$ cat config.mk
export PLATFORM = sky130hd
export DESIGN_NAME = alu_sequencer
export DESIGN_NICKNAME = d
export VERILOG_FILES = /design/src/rtl/alu_sequencer.sv
export SDC_FILE = /design/constraint.sdc
export NUM_CORES = 1
export LEC_CHECK = 0
export BUFFER_PORTS_ARGS = -buffer_cell sky130_fd_sc_hd__buf_4
export CAP_MARGIN = 20
export CORE_AREA = 2 2 54 56
export CTS_CLUSTER_SIZE = 30
export DETAILED_ROUTE_END_ITERATION = 10
export DIE_AREA = 0 0 56 58
export GPL_TIMING_DRIVEN = 0
export PLACE_DENSITY_LB_ADDON = 0.1
export SKIP_LAST_GASP = 1
export SLEW_MARGIN = 20
export SYNTH_ARGS = -nofsm -noshare
export SYNTH_HDL_FRONTEND = slang
export SYNTH_SLANG_ARGS = --single-unit
$ cat constraint.sdc
create_clock -name Clock -period 1.4 [get_ports Clock]
set_input_delay 0.28 -clock Clock [delete_from_list [all_inputs] [get_ports Clock]]
set_output_delay 0.28 -clock Clock [all_outputs]
set_load 0.02 [all_outputs]
$ cat src/rtl/alu_sequencer.sv
// ---------------------------------------------------------------------------
// alu_sequencer
//
// Hardwired control unit for data_path. It fetches one instruction and then
// runs a register-register ALU operation. Each state drives the strobes for
// exactly one bus transfer:
//   IDLE -> T0 -> T1 (held while memory is not ready) -> T2 -> T3 -> T4 -> T5
//   [-> T6 for mul/div] -> IDLE
// An illegal opcode is caught in T3, which then returns to IDLE.
//
// Optional feature macro: ALU_SEQ_MULDIV_EN
//   defined   : mul (01111) and div (10000) write LO in T5 and HI in T6.
//   undefined : mul and div are illegal opcodes. T6 is unreachable and
//               HIin/LOin stay 0.
//
// Ports
//   Clock       rising-edge clock
//   clear       asynchronous active-low reset
//   start       begin a fetch/execute while idle (ignored while busy)
//   mem_ready   memory data valid on Mdatain this cycle
//   IR[31:0]    instruction: opcode [31:27], Ra [26:23], Rb [22:19], Rc [18:15]
//   busy        state is not IDLE
//   done        pulses in the last writeback state
//   illegal     pulses in T3 when the opcode is illegal
//   op[4:0]     ALU opcode; nonzero only in T4
//   PCout MARin IncPC PCin Read MDRin MDRout IRin     fetch strobes
//   Yin ZHighin Zlowin Zhighout Zlowout HIin LOin    execute strobes
//   Rout[15:0]  one-hot register-to-bus select
//   Rin[15:0]   one-hot register load select
// ---------------------------------------------------------------------------
module alu_sequencer (
  input  logic        Clock,
  input  logic        clear,
  input  logic        start,
  input  logic        mem_ready,
  input  logic [31:0] IR,
  output logic        busy,
  output logic        done,
  output logic        illegal,
  output logic [4:0]  op,
  output logic        PCout,
  output logic        MARin,
  output logic        IncPC,
  output logic        PCin,
  output logic        Read,
  output logic        MDRin,
  output logic        MDRout,
  output logic        IRin,
  output logic        Yin,
  output logic        ZHighin,
  output logic        Zlowin,
  output logic        Zhighout,
  output logic        Zlowout,
  output logic        HIin,
  output logic        LOin,
  output logic [15:0] Rout,
  output logic [15:0] Rin
);

  typedef enum logic [2:0] {
    S_IDLE = 3'd0,
    S_T0   = 3'd1,
    S_T1   = 3'd2,
    S_T2   = 3'd3,
    S_T3   = 3'd4,
    S_T4   = 3'd5,
    S_T5   = 3'd6,
    S_T6   = 3'd7
  } state_t;

  localparam logic [4:0] OPC_FIRST_LEGAL = 5'b00011;
  localparam logic [4:0] OPC_LAST_LEGAL  = 5'b10010;
  localparam logic [4:0] OPC_MUL         = 5'b01111;
  localparam logic [4:0] OPC_DIV         = 5'b10000;
  localparam logic [4:0] OPC_NEG         = 5'b10001;
  localparam logic [4:0] OPC_NOT         = 5'b10010;

  state_t state_q, state_d;
  // High once T1 has been occupied for at least one cycle, so PCin can be
  // limited to the first cycle of a memory wait.
  logic   t1_seen_q;

  // Instruction fields
  logic [4:0] opcode;
  logic [3:0] ra, rb, rc;
  logic       is_muldiv;
  logic       is_unary;
  logic       is_legal;

  assign opcode    = IR[31:27];
  assign ra        = IR[26:23];
  assign rb        = IR[22:19];
  assign rc        = IR[18:15];
  assign is_muldiv = (opcode == OPC_MUL) || (opcode == OPC_DIV);
  assign is_unary  = (opcode == OPC_NEG) || (opcode == OPC_NOT);

`ifdef ALU_SEQ_MULDIV_EN
  assign is_legal = (opcode >= OPC_FIRST_LEGAL) && (opcode <= OPC_LAST_LEGAL);
`else
  assign is_legal = (opcode >= OPC_FIRST_LEGAL) && (opcode <= OPC_LAST_LEGAL)
                    && !is_muldiv;
`endif

  // -------------------------------------------------------------------------
  // Next-state logic
  // -------------------------------------------------------------------------
  always_comb begin
    // NOTE: every variable written here gets a default first; a path that
    // leaves one unassigned would infer a latch.
    state_d = state_q;
    unique case (state_q)
      S_IDLE: if (start) state_d = S_T0;
      S_T0:   state_d = S_T1;
      S_T1:   if (mem_ready) state_d = S_T2;
      S_T2:   state_d = S_T3;
      S_T3:   state_d = is_legal ? S_T4 : S_IDLE;
      S_T4:   state_d = S_T5;
`ifdef ALU_SEQ_MULDIV_EN
      S_T5:   state_d = is_muldiv ? S_T6 : S_IDLE;
`else
      S_T5:   state_d = S_IDLE;
`endif
      S_T6:   state_d = S_IDLE;
      default: state_d = S_IDLE;
    endcase
  end

  // NOTE: state registers use non-blocking assignments so every flop samples
  // the pre-edge values regardless of block ordering.
  always_ff @(posedge Clock or negedge clear) begin
    if (!clear) begin
      state_q   <= S_IDLE;
      t1_seen_q <= 1'b0;
    end else begin
      state_q   <= state_d;
      t1_seen_q <= (state_q == S_T1);
    end
  end

  // -------------------------------------------------------------------------
  // Moore output decode of state and IR
  // -------------------------------------------------------------------------
  always_comb begin
    busy     = (state_q != S_IDLE);
    done     = 1'b0;
    illegal  = 1'b0;
    op       = 5'd0;
    PCout    = 1'b0;
    MARin    = 1'b0;
    IncPC    = 1'b0;
    PCin     = 1'b0;
    Read     = 1'b0;
    MDRin    = 1'b0;
    MDRout   = 1'b0;
    IRin     = 1'b0;
    Yin      = 1'b0;
    ZHighin  = 1'b0;
    Zlowin   = 1'b0;
    Zhighout = 1'b0;
    Zlowout  = 1'b0;
    HIin     = 1'b0;
    LOin     = 1'b0;
    Rout     = 16'd0;
    Rin      = 16'd0;

    unique case (state_q)
      S_IDLE: ;
      S_T0: begin
        // PC to MAR while the ALU forms PC+1 into Z.
        PCout  = 1'b1;
        MARin  = 1'b1;
        IncPC  = 1'b1;
        Zlowin = 1'b1;
      end
      S_T1: begin
        Zlowout = 1'b1;
        PCin    = !t1_seen_q;
        Read    = 1'b1;
        MDRin   = 1'b1;
      end
      S_T2: begin
        MDRout = 1'b1;
        IRin   = 1'b1;
      end
      S_T3: begin
        Rout[rb] = 1'b1;
        Yin      = is_legal;
        illegal  = !is_legal;
      end
      S_T4: begin
        Rout[is_unary ? rb : rc] = 1'b1;
        ZHighin = 1'b1;
        Zlowin  = 1'b1;
        op      = opcode;
      end
      S_T5: begin
        Zlowout = 1'b1;
`ifdef ALU_SEQ_MULDIV_EN
        if (is_muldiv) begin
          LOin = 1'b1;
        end else begin
          Rin[ra] = 1'b1;
          done    = 1'b1;
        end
`else
        Rin[ra] = 1'b1;
        done    = 1'b1;
`endif
      end
      S_T6: begin
`ifdef ALU_SEQ_MULDIV_EN
        Zhighout = 1'b1;
        HIin     = 1'b1;
        done     = 1'b1;
`endif
      end
      default: ;
    endcase
  end

endmodule

==> key figures <==
Critical path
  • Slowest cell delay on critical path: 400 ps
  • Worst-path cell chain: buf_6 > nor2b_1 > buf_4 > nand2_2 > or3_4 > nor3_4 > buf_4
  • Worst EP required: 1120 ps
  • Crit path arrival time: 1720 ps
  • CP dominant cell by count: buf_4
  • CP max FO: 4
  • Endpoint class of the critical path: primary output
  • Critical Setup Path Class: reg -> out
  • Worst setup SP type: flip-flop
  • CP max stage cell: or3_4
  • Worst reg-to-reg path cell count: 6

Synth
  • EDFF count, synth: 0
  • Count leader, synth: nor2_1
  • Cells after Synth: 111
  • Synth Area per Inst: 6.673 um2
  • Yosys top cell by area: dfrtp_1
  • Main area contributors after synthesis: dfrtp_1 (14%), o22ai_1 (14%), nor2_1 (9.6%), buf_4 (9.1%), nand3b_1 (7.1%)
  • Yosys warning count: 0
  • Commonest cells post-synth: nor2_1 (19), o22ai_1 (16), buf_4 (9)
  • Flops & latches, synth: 4
  • Sequential share of the synthesized area: 0.1351
  • Area share of the largest cell type after synthesis: 0.1351
  • Synth Flop Type: dfrtp_1
  • Cell Area, Synth: 740.7 um2
  • Fraction of registers with async set/reset: 1.000
  • Cell variety after synth: 34

STA
  • Setup violations, final: 52
  • RSZ-0062 raised after global routing: yes
  • Min Tclk post-route: 2002 ps
  • Setup Skew: 4.403 ps
  • Final Hold Fails: 0
  • Final Slew Violations: 0
  • Final Cycle Share: 1.430
  • Worst setup margin: -602.0 ps
  • FMAX: 0.4995 GHz

Worst hold path
  • Hold depth: 3
  • Hold WC Path Type: in -> reg

Detailed routing
  • Via/cell ratio: 5.202
  • Antenna-violating nets left: 0
  • Avg WL per Cell: 14.79 um
  • DRT iter0 DRCs: 22
  • Drt total wl: 3.668 mm
  • Vias: 1290
  • DR pass1 iterations: 4
  • Residual DRC: 0

Place
  • Port-buffer cells: 72
  • Post-detail-place hpwl: 2.381 mm
  • GPL Wtd Cong: 0.8543
  • Dpl cell area: 1609 um2

Clocking
  • Clk root buf: clkbuf_4
  • Clk Latency, worst-skew pair: 240 ps
  • H-Tree Level Count: 1
  • Num Clock Sinks: 4
  • CTS tree: done
  • CTS Buf Count: 3
  • Max clock buf depth: 2
  • Worst-path clk slew: 40 ps

Floorplanning
  • # rows: 19
  • Die Wd: 56 um
  • Initial Utilization: 0.2782
  • Die footprint: 3248 um2
  • Core area: 2663 um2
  • Die Ht: 58 um
  • I/O Pins: 91

Finish
  • Share of post-route cells with drive strength above 1: 0.8157
  • Area grow syn2layout: 201.2%
  • Filler Cell Count: 141
  • Nets: 255
  • Design area: 2231 um2
  • Layout Utilization: 0.8379
  • Diodes inserted: 0

Status
  • Status: finished, violations left
  • Failing checks: negative setup slack

Power
  • Lkg Pwr: 0.9204 nW
  • Pwr Density: 1118 nW/um2
  • Worst vdd ir: 0.001417 V

GRT
  • Antenna violations before repair: 0
  • Vias in the first global route: 1255
  • GR Util All Layers: 0.2129
  • Largest net degree at the start of global routing: 8
  • First-pass GRT wire length: 5.623 mm
  • Congestion Overflow GR: 0

Run
  • Max-Cap Viols: 0
[worst max-delay path: cells and delay by family (launching register included)]
family | cells | cell delay [ps]
DFF | 1 | 360
and+or+nand+nor | 4 | 700
buffers and inverters | 3 | 430
[sequential cells by signal (all words and copies together) (netlist names)]
| name | flops |
|---|---|
| state_q | 3 |
| t1_seen_q | 1 |
[metal layers]
layer | share of wire | track usage | vias up
met4 | 0.014 | 0.08163 | 0
met1 | 0.38 | 0.2486 | 608
met5 | 0 | 0 | -
met2 | 0.54 | 0.3933 | 64
met3 | 0.065 | 0.03125 | 4
li1 | - | - | 614
[final timing paths]
check,startpoint,end,slack [ps]
worst min register to register,state_q[2]$_DFFE_PN0P_,state_q[0]$_DFFE_PN0P_,690
worst min-delay path,mem_ready,state_q[0]$_DFFE_PN0P_,310
max in group asynchronous,clear,state_q[1]$_DFFE_PN0P_,920
worst max register to register,state_q[1]$_DFFE_PN0P_,state_q[0]$_DFFE_PN0P_,80
min in group asynchronous,clear,t1_seen_q$_DFF_PN0_,370
worst max-delay path,state_q[0]$_DFFE_PN0P_,Rin[0],-600
[power by group]
group | internal, mW | total [mW] | switching [mW]
combinational | 1.09 | 2.13 | 1.05
sequential | 0.174 | 0.213 | 0.0394
clock | 0.0962 | 0.148 | 0.0522
[cells in the final DEF, fill, tap and decap left out, types with 3 or more instances in the layout]
master / instances
and2_4: 5
buf_4: 45
buf_6: 64
clkbuf_4: 3
conb_1: 3
dfrtp_1: 3
inv_2: 3
nand2_1: 4
nand3b_1: 7
nor2_1: 3
nor2_2: 3
nor2_4: 15
nor3_4: 5
o22ai_2: 8
o22ai_4: 8
or3_4: 3
[layout make-up]
class	instances	area (um2)	area share
buffer	10	90.09	0.04038
clock buffer	3	22.52	0.01010
inverter	4	17.52	0.007852
multi-input combinational	95	967.2	0.4335
sequential	4	101.3	0.04543
tap	31	38.79	0.01739
timing repair buffer	101	993.5	0.4453
[through the flow]
| step | TNS [ps] | total power [mW] | setup slack [ps] | std cells | hold slack [ps] |
|---|---|---|---|---|---|
| CTS | -20580 | 2.330 | -582.4 | 244 | 308.0 |
| floorplan | -8186 | 1.141 | -296.8 | 113 | -15.59 |
| detailed placement | -12580 | 1.618 | -497.5 | 216 | 76.95 |
| global placement | -11460 | 1.596 | -450.5 | 216 | 75.82 |
| global route | -25710 | 2.641 | -670.5 | 248 | 309.7 |
| finish | -22050 | 2.494 | -602.0 | 248 | 314.9 |
[kinds of logic after synthesis]
group,after synthesis,synth area share
AND/OR/NAND/NOR,66,0.5051
flip-flops,4,0.1351
buffers and inverters,14,0.1267
AO/OA/AOI/OAI,25,0.2162
other,1,0.005063
XOR/XNOR,1,0.01183
[repair_timing]
action                                 4_1_cts  5_1_grt
setup buffers                               25        6
hold buffers                                 1        0
setup endpoints to repair                   52       53
endpoints found under the hold margin        4        0
gates resized for setup                     76       25
pin swaps                                   21       19
No activity file was read; power rests on OpenSTA's default activity.
